## src/rtl/riscv_pkg.sv

```systemverilog
// Shared definitions for the instruction-sequencing stage: datapath width,
// branch funct3 encodings and the sequencing FSM state type.
package riscv_pkg;

  localparam int XLEN_DEFAULT = 64;

  // Conditional-branch funct3 encodings (010/011 are unused and never taken)
  localparam logic [2:0] F3_BEQ  = 3'b000;
  localparam logic [2:0] F3_BNE  = 3'b001;
  localparam logic [2:0] F3_BLT  = 3'b100;
  localparam logic [2:0] F3_BGE  = 3'b101;
  localparam logic [2:0] F3_BLTU = 3'b110;
  localparam logic [2:0] F3_BGEU = 3'b111;

  typedef enum logic [1:0] {
    IDLE  = 2'd0,
    FETCH = 2'd1,
    EXEC  = 2'd2,
    TRAP  = 2'd3
  } state_t;

endpackage

```

## src/rtl/branch_cond.sv

```systemverilog
// Branch condition evaluation: maps funct3 and the ULA compare flags (ULA
// running a subtraction rs1-rs2) onto a single taken/not-taken bit.
module branch_cond
  import riscv_pkg::*;
(
  input  logic [2:0] funct3,
  input  logic       EQ,
  input  logic       GT_SN,
  input  logic       LT_SN,
  input  logic       GT_UN,
  input  logic       LT_UN,
  output logic       cond
);

  // Greater-than flags are implied by ~EQ & ~LT, so the decode only needs EQ/LT.
  logic unused_gt_flags;
  assign unused_gt_flags = GT_SN ^ GT_UN;

  // Select the condition; undefined encodings resolve to not-taken.
  always_comb begin
    cond = 1'b0;
    case (funct3)
      F3_BEQ:  cond = EQ;
      F3_BNE:  cond = ~EQ;
      F3_BLT:  cond = LT_SN;
      F3_BGE:  cond = ~LT_SN;
      F3_BLTU: cond = LT_UN;
      F3_BGEU: cond = ~LT_UN;
      default: cond = 1'b0;
    endcase
  end

endmodule

```

## src/rtl/pc_branch_unit.sv

```systemverilog
// Multi-cycle, non-pipelined instruction sequencer: owns the PC, runs the
// fetch req/ack handshake, and after execute forms the next PC from
// JAL/JALR/conditional branches. A misaligned target parks the unit in TRAP.
module pc_branch_unit
  import riscv_pkg::*;
#(
  parameter int              XLEN         = XLEN_DEFAULT,
  parameter logic [XLEN-1:0] RESET_VECTOR = '0
) (
  input  logic            clk,
  input  logic            reset,
  output logic            fetch_req,
  output logic [XLEN-1:0] fetch_addr,
  input  logic            fetch_ack,
  input  logic [31:0]     instr_in,
  output logic [31:0]     instr,
  output logic            instr_valid,
  input  logic            ex_done,
  input  logic            is_branch,
  input  logic            is_jal,
  input  logic            is_jalr,
  input  logic [2:0]      funct3,
  input  logic [XLEN-1:0] imm,
  input  logic [XLEN-1:0] rs1_val,
  input  logic            EQ,
  input  logic            GT_SN,
  input  logic            LT_SN,
  input  logic            GT_UN,
  input  logic            LT_UN,
  output logic [XLEN-1:0] pc,
  output logic [XLEN-1:0] pc_plus4,
  output logic            taken,
  output logic            misaligned
);

  state_t          state_reg;
  logic [XLEN-1:0] pc_reg;
  logic [31:0]     instr_reg;
  logic            taken_reg;
  logic            misaligned_reg;

  logic            cond;
  logic [XLEN-1:0] jalr_sum;
  logic [XLEN-1:0] rel_target;
  logic [XLEN-1:0] next_pc;
  logic            redirect;
  logic            target_misaligned;

  branch_cond u_branch_cond (
    .funct3 (funct3),
    .EQ     (EQ),
    .GT_SN  (GT_SN),
    .LT_SN  (LT_SN),
    .GT_UN  (GT_UN),
    .LT_UN  (LT_UN),
    .cond   (cond)
  );

  // All adders wrap modulo 2^XLEN; there is deliberately no overflow detection.
  assign pc_plus4   = pc_reg + XLEN'(4);
  assign rel_target = pc_reg + imm;
  assign jalr_sum   = rs1_val + imm;

  // Next-PC selection: JALR beats JAL beats a taken branch beats fall-through.
  always_comb begin
    next_pc  = pc_plus4;
    redirect = 1'b0;
    if (is_jalr) begin
      next_pc  = {jalr_sum[XLEN-1:1], 1'b0};
      redirect = 1'b1;
    end else if (is_jal) begin
      next_pc  = rel_target;
      redirect = 1'b1;
    end else if (is_branch && cond) begin
      next_pc  = rel_target;
      redirect = 1'b1;
    end
  end

  assign target_misaligned = |next_pc[1:0];

  // Sequencing FSM; PC, latched instruction and status flags move with it.
  always_ff @(posedge clk or posedge reset) begin
    if (reset) begin
      state_reg      <= IDLE;
      pc_reg         <= RESET_VECTOR;
      instr_reg      <= '0;
      taken_reg      <= 1'b0;
      misaligned_reg <= 1'b0;
    end else begin
      case (state_reg)
        IDLE: state_reg <= FETCH;
        FETCH: begin
          // ex_done is meaningless here and is ignored even alongside an ack
          if (fetch_ack) begin
            instr_reg <= instr_in;
            state_reg <= EXEC;
          end
        end
        EXEC: begin
          // a stray fetch_ack here is ignored
          if (ex_done) begin
            taken_reg <= redirect;
            if (target_misaligned) begin
              misaligned_reg <= 1'b1;
              state_reg      <= TRAP;
            end else begin
              pc_reg    <= next_pc;
              state_reg <= FETCH;
            end
          end
        end
        TRAP:    state_reg <= TRAP;
        default: state_reg <= IDLE;
      endcase
    end
  end

  // Handshake outputs decode straight from the state register so that reset
  // removes them immediately.
  assign fetch_req   = (state_reg == FETCH);
  assign instr_valid = (state_reg == EXEC);
  assign fetch_addr  = pc_reg;
  assign pc          = pc_reg;
  assign instr       = instr_reg;
  assign taken       = taken_reg;
  assign misaligned  = misaligned_reg;

endmodule

```

## config.mk

```make
export PLATFORM = sky130hd
export DESIGN_NAME = pc_branch_unit
export DESIGN_NICKNAME = d
export VERILOG_FILES = /design/src/rtl/riscv_pkg.sv /design/src/rtl/branch_cond.sv /design/src/rtl/pc_branch_unit.sv
export SDC_FILE = /design/constraint.sdc
export NUM_CORES = 1
export LEC_CHECK = 0
export CELL_PAD_IN_SITES_DETAIL_PLACEMENT = 1
export CELL_PAD_IN_SITES_GLOBAL_PLACEMENT = 2
export CORE_UTILIZATION = 29
export CTS_CLUSTER_DIAMETER = 150
export DETAILED_ROUTE_END_ITERATION = 16
export PLACE_DENSITY = 0.95
export RECOVER_POWER = 25
export SETUP_SLACK_MARGIN = 0.3
export SYNTH_ARGS = -nofsm -noshare
export SYNTH_HDL_FRONTEND = slang
export SYNTH_SLANG_ARGS = --single-unit
```

## constraint.sdc

```tcl
create_clock -name clk -period 10.5 [get_ports clk]
set_input_delay 2.625 -clock clk [delete_from_list [all_inputs] [get_ports clk]]
set_output_delay 2.625 -clock clk [all_outputs]
set_load 0.005 [all_outputs]
```

Yosys cells after proc, flatten, opt, wreduce, memory -nomap -nowiden

Index checks and enable logic that the tools add are counted.

Add/subtract/negate cells: 3
Bitwise logic cells: 4
Equal/unequal tests: 10
Reduce and logical (&&, ||, !) cells: 9
Multiplexer cells: 11

Operators by type and width:

| operator                                                                 | number |
|---|---|
| 64-bit 2-to-1 mux                                                        | 3 |
| 64-bit adder                                                             | 2 |
| 64-bit by 3-bit adder with 64-bit output (second input constant)         | 1 |
| 3-bit == test (second input constant)                                    | 4 |
| 2-bit one-hot mux with 4 select lines                                    | 1 |
| 2-bit 2-to-1 mux                                                         | 3 |
| 1-bit one-hot mux with 6 select lines                                    | 1 |
| 2-bit AND reduction                                                      | 3 |
| 3-bit AND reduction                                                      | 2 |
| 2-bit == test (second input constant)                                    | 2 |
| 2-bit by 1-bit inequality test with 1-bit output (second input constant) | 2 |
| 1-bit inverter                                                           | 4 |
| 3-bit by 1-bit == test with 1-bit output (second input constant)         | 1 |
| 3-bit logical NOT                                                        | 1 |
| 1-bit 2-to-1 mux                                                         | 3 |
| 2-bit by 1-bit == test with 1-bit output (second input constant)         | 1 |
| 2-bit logical NOT                                                        | 1 |
| 2-bit OR reduction                                                       | 1 |
| 1-bit logical AND                                                        | 1 |

Logic and storage cells: 42
Flip-flop bits (word level): 100
Output and inout port bits: 228

Longest topological paths before layout

Gate-level depths: netlist (run 1).

Depth in word-level cells: 10
Mapped depth: 13
Mapped depth without buffers: 12

By module

From an unflattened synthesis (run 1), not the netlist that was laid out.

Cell total of the unflattened synthesis: 1796
Area total of the unflattened synthesis: 13748.2 um2

By module, submodules not included:

| module         | cells each | area each (um2) | instances |
|---|---|---|---|
| pc_branch_unit | 1791       | 13708.1         | 1 |
| branch_cond    | 5          | 40.0            | 1 |

Least setup slack after synthesis (run 1)

Ideal clock, no wire load.

Path type: in2reg
Start point: input imm[10]
End point: register pc_reg[61], in the netlist fetch_addr[61]
Arrival: 5223 ps
Buffers on the path: 1
Slack: 5191 ps
Stages on the path: 12
Cells stage by stage: ha_1 -> clkbuf_1 -> a21oi_1 -> o21ai_0 -> a32oi_1 -> o221ai_2 -> a21oi_2 -> o41ai_2 -> a21boi_1 -> nor4_1 -> mux2_2 -> a32oi_1

Cells in the longest elaborated chain, start to end: 4

RTL lines:

| what                   | line                  | RTL |
|---|---|---|
| start: declaration     | pc_branch_unit.sv:23  | `input logic [XLEN-1:0] imm,` |
| 64-bit adder           | pc_branch_unit.sv:61  | `assign rel_target = pc_reg + imm;` |
| 64-bit 2-to-1 mux      | pc_branch_unit.sv:74  | `end else if (is_branch && cond) begin` |
| 64-bit 2-to-1 mux      | pc_branch_unit.sv:71  | `end else if (is_jal) begin` |
| 64-bit 2-to-1 mux *    | pc_branch_unit.sv:68  | `if (is_jalr) begin` |
| end signal: assignment | pc_branch_unit.sv:108 | `pc_reg <= next_pc;` |
| end: declaration       | pc_branch_unit.sv:37  | `logic [XLEN-1:0] pc_reg;` |

Every way passes the cells marked *; elsewhere a longest branch is shown, timed or not.
A chain may end at the register's enable or synchronous reset.

Worst setup path in the final report (run 1)

Start point: register pc_reg[9], in the netlist fetch_addr[9]
End point: output pc_plus4[50]

Cells in the longest elaborated chain, start to end: 1

RTL lines:

| what                                     | line                 | RTL |
|---|---|---|
| 64-bit by 3-bit adder with 64-bit output | pc_branch_unit.sv:60 | `assign pc_plus4 = pc_reg + XLEN'(4);` |
| end: declaration                         | pc_branch_unit.sv:31 | `output logic [XLEN-1:0] pc_plus4,` |

No other way between the ends.

==> impl.org, run 1 <==
** Outcome
- Status :: complete, but fails checks
- The final reports fail on max-capacitance violations, max-slew violations.

** STA
- F_max :: 138 MHz
- Final period util :: 69.2%
- In the final timing run, aggregate negative setup slack is 0 ns.
- Final count of pins violating max slew :: 83
- RSZ-0062 raised after global routing :: false
- After layout, the minimum clock period comes to 7.27 ns.
- Slew Limit Headroom :: -57.9%
- Final hold slack :: 0.494 ns
- Max Clock Skew :: 0.0136 ns
- For the pin with the worst max-slew slack, the measured transition is 2.36 ns.
- Final setup fails :: 0
- Fin. Hold Viols :: 0

** CTS
- Clock slew at the register clock pins of the worst setup and hold paths :: 0.08 ns
- Clock insertion delay at the later pin of the skew report :: 0.39 ns
- Inserted Clock Buffers :: 9
- # H-tree levels :: 3
- Post-CTS setup buffer count :: 0
- TritonCTS built the clock tree.
- In this run the clock root is driven by a sky130_fd_sc_hd__clkbuf_16.
- Maximum buffer depth of the clock tree :: 2
- Post_cts resized :: 0
- Count of hold-fix buffers inserted at cts :: 0
- The clock drives 100 sinks.

** Job
- Max-cap violations in this run came to 2.

** Drt
- The first TritonRoute pass finished after 5 iterations.
- Once detail routing completed, the nets flagged for antenna violations numbered 0.
- Vias :: 15900
- The final layout contains routed wiring with a total length of 65700 microns.
- Post-route DRC violation count :: 0
- After detailed routing, the average wire length per cell comes to 23.5 microns.
- Detail-routed via count per cell :: 5.68
- Violation count after the first detailed-route iteration :: 978

** Die
- Boundary pin count :: 403
- The floorplan step set the die height to 223 microns.
- Total die area :: 0.0497 sq mm
- Core ar. :: 0.0479 sq mm
- Number of cell rows :: 80
- For this configuration, the core starts out at a cell density of 29.5%.
- Chip width :: 223 microns

** Synthesis
- Total standard cell area after synthesis :: 0.0141 sq mm
- Main area contributors after synthesis :: sky130_fd_sc_hd__dfrtp_1 18%, sky130_fd_sc_hd__ha_1 11%, sky130_fd_sc_hd__a21oi_1 7.7%
- Dividing the synthesized area by the synthesized cell count gives 7.38 sq um.
- Summing the areas of all compound-gate instances in the mapped netlist gives 28.9% of the synthesized area.
- After Yosys synthesis, and, or, nand and nor cells account for 20.8% of the synthesized area.
- Yosys synthesis warning count :: 0
- Synthesis inferred 100 register bits.
- Share of cell area taken by muxes after synthesis :: 3.56%
- The most used flip-flop cell after synthesis is sky130_fd_sc_hd__dfrtp_1.
- Xor-xnor portion of the synthesized cell area :: 10.1%
- By area, the combinational part of the netlist is dominated by compound AO/OA/AOI/OAI gates.
- Library cell with the largest summed area after synthesis :: sky130_fd_sc_hd__dfrtp_1
- Post-synth ARST share :: 100%
- Top-area cell type share of the netlist area :: 17.7%
- Number of different library cells in the post-synthesis netlist :: 83
- The synthesized netlist devotes 11.4% of its cell area to adder and majority cells.
- The cell count after synthesis came out at 1916.
- The number of nets handed over by synthesis was 2219.
- Sequential cell area fraction in the yosys report :: 17.7%
- Number of synthesized flops with an enable pin :: 0

** Pwr
- Power share of the clock group :: 9.7%
- Proportion of power drawn by flip-flops and latches :: 21.9%
- Cell internal pwr :: 2.03 mW
- Power spread over the standard cell area amounts to 210 mW/mm^2.
- LEAKAGE :: 7.50 nW
- Per report_power, the combinational group accounts for 68.4% of the total.
- Net switching component of the power :: 1.84 mW
- Maximum vdd ir drop :: 0.0000886 V
- Switching share of total power :: 47.6%

** Cells and area
- For this run, the post-layout net count is 2478.
- Fill cells in the final layout number 5825.
- The sequential cells in the finished layout cover a total of 0.00250 sq mm.
- Area growth from synthesis to layout :: 30.5%
- 0 antenna diodes ended up in the layout.
- Share of layout cells above drive strength 1 :: 4.22%
- In the final layout, the multi-input gates occupy 0.0106 sq mm.
- The register with the most flip-flops in the layout has 64 of them.

** GRT
- Entering global routing, the biggest net connects 69 pins.
- Global-route wire length before repair :: 99200 microns
- Summed over all layers, the global routing overflow is 0.
- All-Layer GR Usage :: 25.9%
- The via count of the first global-routing pass came to 16300.
- Initial antenna violation count :: 0

** Worst setup path
- Required time reported for the critical path endpoint :: 7.88 ns
- Arrival time of the worst setup path :: 4.64 ns
- Largest fanout on the critical path :: 8
- The critical path is of the reg -> out type.
- The worst setup path is launched from a flip-flop.
- The worst setup path is captured at an output pin.

** Worst hold path
- Worst hold path type :: reg -> reg

** Place
- After legalization and detailed placement, the total HPWL measured 53200 microns.
- Routability-driven placement finished with a final weighted congestion of 0.928.
- # port buffers :: 400
-- cell families after synthesis --
group,count (synthesis)
compound gates,648
simple gates,618
buf+inv,213
xor+xnor,163
fa+ha+maj,128
flops,100
mux,46
-- Yosys cell counts, drive strengths merged, types with 8 or more instances --
library cell / count
a211oi: 47
a21boi: 10
a21o: 65
a21oi: 219
a31oi: 28
and2: 21
and3: 16
and4: 9
buf: 84
clkbuf: 81
dfrtp: 100
ha: 126
inv: 48
mux2: 34
mux2i: 12
nand2: 205
nand2b: 16
nand3: 61
nand4: 53
nor2: 137
nor2b: 13
nor3: 40
nor4: 11
o211ai: 14
o21a: 15
o21ai: 137
o21bai: 21
o22ai: 9
o31ai: 12
or2: 8
or3: 12
xnor2: 96
xor2: 67
-- per-stage QoR --
step / worst slack (ns) / power, mW / cell area [sq um] / util [%] / std cells
6_report: 3.23 / 3.87 / 18500 / 38.5 / 2795
3_5_place_dp: 3.35 / 3.49 / 18200 / 37.9 / 2779
4_1_cts: 3.26 / 3.89 / 18500 / 38.5 / 2795
3_3_place_gp: 3.47 / 3.43 / 18200 / 37.9 / 2779
5_1_grt: 3.15 / 4.14 / 18500 / 38.5 / 2795
2_1_floorplan: 5.19 / 2.26 / 14100 / - / 1916
-- critical path, cell delays in order (launching register included) --
cell,delay [ns]
sky130_fd_sc_hd__dfrtp_1,0.52
sky130_fd_sc_hd__nand3_1,0.27
sky130_fd_sc_hd__nor4_1,0.72
sky130_fd_sc_hd__nand4_1,0.64
sky130_fd_sc_hd__nor3_1,0.91
sky130_fd_sc_hd__nand3_1,0.19
sky130_fd_sc_hd__xnor2_1,0.41
sky130_fd_sc_hd__clkdlybuf4s50_1,0.59
-- final timing paths --
check	startpoint	end	slack, ns	cells past startpoint
min in group asynchronous	reset	instr[28]	3.32	2
max reg2reg	fetch_addr[9]	fetch_addr[50]	6.41	8
max	fetch_addr[9]	pc_plus4[50]	3.23	7
max in group asynchronous	reset	fetch_addr[62]	5.44	3
min	taken	taken	0.49	2
min reg2reg	taken	taken	0.49	2
-- cell type report --
cell class                 instances  area share [%]
clock buffer                       9            1.22
clock inverter                     7           0.468
inverter                          48           0.983
multi-input combinational       1603            57.4
sequential                       100            13.6
tap                              615            4.17
timing repair buffer             413            22.2
-- placed cells by master (no fill, tap or decap), drive strengths merged, types with 12 or more instances in the layout --
| master | count |
|---|---|
| o31ai | 12 |
| nand4 | 53 |
| nand2b | 16 |
| nor3 | 40 |
| buf | 13 |
| o21ai | 137 |
| and3 | 16 |
| mux2i | 12 |
| a31oi | 28 |
| and2 | 21 |
| dfrtp | 100 |
| inv | 51 |
| mux2 | 34 |
| nor2 | 137 |
| a21o | 65 |
| xnor2 | 96 |
| nor2b | 13 |
| xor2 | 67 |
| o21bai | 21 |
| a211oi | 47 |
| o211ai | 14 |
| clkdlybuf4s50 | 370 |
| a21oi | 219 |
| nand2 | 205 |
| ha | 126 |
| or3 | 12 |
| dlygate4sd3 | 29 |
| o21a | 15 |
| nand3 | 61 |
-- routing by layer --
layer | track usage [%] | vias to the layer above | part of all wire (%) | routed length [microns]
li1 | - | 7480 | - | -
met1 | 33.9 | 7826 | 45 | 29500
met2 | 44.4 | 479 | 48 | 31300
met3 | 3.08 | 79 | 4.6 | 3050
met4 | 7.96 | 0 | 2.7 | 1800
met5 | 0 | - | 0 | 0
-- power by group through the flow --
stage               clock network (mW)  registers (mW)  logic [mW]
floorplan                            0           0.746        1.52
global placement                     0           0.846        2.59
detailed placement                   0           0.857        2.64
CTS                              0.387           0.851        2.66
global route                     0.399           0.874        2.87
finish                           0.376           0.849        2.65
Note: power is estimated with default switching activity, not from simulation.
==> run 2: changes to the inputs <==
- CORE_UTILIZATION: 29 -> 27
- PLACE_DENSITY: 0.95 -> 0.92
- clock period: 10.5 -> 6.71 ns (I/O delays scaled with it)
==> impl.org, run 2 (same netlist as run 1, synthesis figures left out) <==
** Cells and area
- Compared with the post-synthesis result, the final layout area differs by 31.6%.
- Total area of multi-input combinational cells :: 0.0106 sq mm (about the same)
- Count of filler cells inserted in the layout :: 6287 (+7.9%)
- The top cell types in the final layout, fill and taps aside, are 364 x sky130_fd_sc_hd__clkdlybuf4s50_1, 217 x sky130_fd_sc_hd__a21oi_1, 205 x sky130_fd_sc_hd__nand2_1.
- Most frequent standard cell in the layout excluding fill and tap cells :: sky130_fd_sc_hd__clkdlybuf4s50_1
- The count of nets after finishing came to 2490 (+0.48%).
- The fraction of layout instances using a drive strength above 1 came to 4.74% (+0.52 points).
- Footprint of the flip-flops and latches :: 0.00250 sq mm (unchanged)
- Flip-flop count of the largest register after layout :: 64 (unchanged)

** Drt
- Routed Antenna Nets :: 0 (unchanged)
- The iteration count of the initial detailed-routing pass came to 5 (unchanged).
- Violation count after the first detailed-route iteration :: 1002 (+2.5%)
- The via density per instance came to 5.56 (-2.1%).
- Post-route DRC violation count :: 0 (unchanged)
- Per-cell routed wire length :: 23.3 microns (-0.71%)
- The total wire length after detailed routing was 67100 microns (+2.1%).
- Vias :: 16000 (+0.62%)

** STA
- Minimum period implied by the final worst setup slack :: 5.88 ns
- The final-report setup violation count came to 0 (unchanged).
- The max-slew headroom at the worst pin is -120% (-62 points).
- The number of max-slew violations in the final report came to 65 (-22%).
- Based on the critical path, the design can be clocked at up to 170 MHz.
- Post-layout worst setup margin :: 0.826 ns (-2.41 ns)
- The transition time at the pin with the least slew margin was 3.29 ns (+0.930 ns).
- Fin. Hold Viols :: 0 (unchanged)
- Of the available clock period, the critical path in the final layout requires 87.7%.
- The worst hold-check slack was 0.499 ns (+0.00426 ns).
- The setup clock skew after layout is 0.0127 ns (-0.000951 ns).
- Setup Total Neg Slack :: 0 ns (unchanged)
- Setup repair after global routing left no endpoint under its margin.

** Pwr
- Proportion of power drawn by flip-flops and latches :: 21.8% (about the same)
- PD cells :: 327 mW/mm^2 (+56%)
- Cell internal pwr :: 3.18 mW (+57%)
- Net switching component of the power :: 2.90 mW (+58%)
- Combinational power share :: 68.7% (+0.3 points)
- The cell leakage power is 7.56 nW (+0.84%).
- The clock network fraction of total power is 9.6% (about the same).
- Switching share of total power :: 47.7% (+0.12 points)
- The maximum vdd ir drop is 0.000120 V (+36%).
- The total design power is 6.08 mW (+57%).

** GRT
- All-Layer GR Usage :: 24.5% (-1.4 points)
- The number of antenna violations at the first check in global routing came to 0 (unchanged).
- Maximum number of pins on one net before global-route repair :: 72 (+4.3%)
- Vias in the first global route :: 16200 (-0.35%)
- The first-pass GRT wire length was 100000 microns (+0.82%).
- Sum of overflow across all layers after global routing :: 0 (unchanged)

** Worst setup path
- The setup path with the least slack is of type reg -> out.
- STA classifies the critical path startpoint as a flip-flop.
- The required time of the critical path is 5.03 ns (-2.85 ns).
- Largest fanout on the critical path :: 8 (unchanged)
- The worst register-to-register path begins at fetch_addr[0].
- The minimum setup slack among reg-to-reg paths is 2.47 ns (-3.94 ns).
- STA classifies the critical path endpoint as an output pin.
- The number of cells on the worst reg-to-reg path came to 12 (+4).
- The arrival time at the worst endpoint is 4.21 ns (-0.43 ns).
- Worst R2R End :: fetch_addr[58]

** CTS
- TritonCTS built the clock tree.
- The number of H-tree levels came to 3 (unchanged).
- The number of post-CTS setup repair buffers was 0 (unchanged).
- Count of hold-fix buffers inserted at cts :: 0 (unchanged)
- Maximum buffer depth of the clock tree :: 2 (unchanged)
- Post_cts resized :: 0 (unchanged)
- The source-to-sink clock delay at the later pin of the worst-skew pair is 0.40 ns (about the same).
- Cell at the root of the clock tree :: sky130_fd_sc_hd__clkbuf_16
- The total clock sinks came to 100 (unchanged).
- The number of buffers created by CTS came to 9 (unchanged).
- Clock slew at the register clock pins of the worst setup and hold paths :: 0.09 ns (about the same)

** Worst hold path
- In this run the most critical hold path is launched from taken.
- Terminating pin of the worst hold path :: taken
- Worst hold path type :: reg -> reg
- The worst hold path depth is 2 (unchanged).

** Place
- The total half-perimeter wirelength after legalization and detailed placement came to 54700 microns (+2.8%).
- The count of buffers from port buffering was 400 (unchanged).
- Worst Setup Slack post-DPL :: 0.913 ns (-2.44 ns)
- Gpl congestion :: 0.940 (+1.3%)

** Die
- Core ar. :: 0.0515 sq mm (+7.4%)
- Die extent in y :: 231 microns (+3.6%)
- Chip width :: 231 microns (+3.6%)
- The number of placement rows is 83 (+3.8%).
- The effective utilization at floorplan is 27.5% (-2.0 points).
- The top-level port count was 403 (unchanged).
- Total die area :: 0.0533 sq mm (+7.3%)

** Job
- Reported max-cap violation count :: 1 (-1)

** Outcome
- The final reports fail on max-capacitance violations, max-slew violations.
- Status :: complete, but fails checks
run 2: cell count changes in the layout (fill, tap and decap cells not counted), moves of 2 or more:
cell,change
sky130_fd_sc_hd__dlygate4sd3_1,+6
sky130_fd_sc_hd__buf_4,+12
sky130_fd_sc_hd__clkdlybuf4s50_1,-6
sky130_fd_sc_hd__inv_6,+2
sky130_fd_sc_hd__inv_8,-2
run 2: metal layers:
| metal | part of all wire, % | routed length [microns] | up-vias | global-route usage, % |
|---|---|---|---|---|
| met5 | 0 | 0 | - | 0 |
| met3 | 5.9 | 3940 | 79 | 3.92 |
| met2 | 48 | 31900 | 524 | 41.8 |
| met1 | 44 | 29300 | 7847 | 31.5 |
| met4 | 2.9 | 1910 | 0 | 7.39 |
| li1 | - | - | 7512 | - |
run 2: power groups by stage:
stage | Clock [mW] | Combinational [mW] | Sequential [mW]
6_report | 0.583 | 4.18 | 1.32
5_1_grt | 0.610 | 4.52 | 1.37
4_1_cts | 0.593 | 4.20 | 1.33
3_5_place_dp | 0 | 4.16 | 1.34
3_3_place_gp | 0 | 4.09 | 1.32
2_1_floorplan | 0 | 2.38 | 1.17
run 2: worst max-delay path by stage:
stage | start | end | depth (start not counted)
2_1_floorplan | imm[10] | fetch_addr[61] | 12
3_3_place_gp | imm[1] | fetch_addr[61] | 13
3_5_place_dp | imm[1] | fetch_addr[61] | 13
4_1_cts | fetch_addr[9] | pc_plus4[48] | 8
6_report | fetch_addr[9] | pc_plus4[48] | 8
5_1_grt | fetch_addr[9] | pc_plus4[48] | 8
run 2: worst max-delay path, stage by stage (launching register included):
cell                              delay, ns
sky130_fd_sc_hd__dfrtp_1               0.53
sky130_fd_sc_hd__nand3_1               0.27
sky130_fd_sc_hd__nor4_1                0.84
sky130_fd_sc_hd__nand4_1               0.18
sky130_fd_sc_hd__buf_4                 0.22
sky130_fd_sc_hd__nor3_1                0.57
sky130_fd_sc_hd__nand3_1               0.19
sky130_fd_sc_hd__xnor2_1               0.43
sky130_fd_sc_hd__clkdlybuf4s50_1       0.59
run 2: per-stage QoR:
| stage | utilization (%) | std cells | cell area [sq um] |
|---|---|---|---|
| 2_1_floorplan | - | 1916 | 14100 |
| 3_3_place_gp | 35.6 | 2856 | 18300 |
| 3_5_place_dp | 35.6 | 2856 | 18300 |
| 4_1_cts | 36.2 | 2872 | 18600 |
| 5_1_grt | 36.1 | 2872 | 18600 |
| 6_report | 36.1 | 2873 | 18600 |
run 2: layout make-up:
cell class / instances / area share [%]
Inverter: 48 / 0.974
Multi-Input combinational cell: 1603 / 56.9
Antenna cell: 1 / 0.0134
Timing Repair Buffer: 425 / 22.5
Tap cell: 680 / 4.57
Clock inverter: 6 / 0.349
Sequential cell: 100 / 13.4
Clock buffer: 10 / 1.28
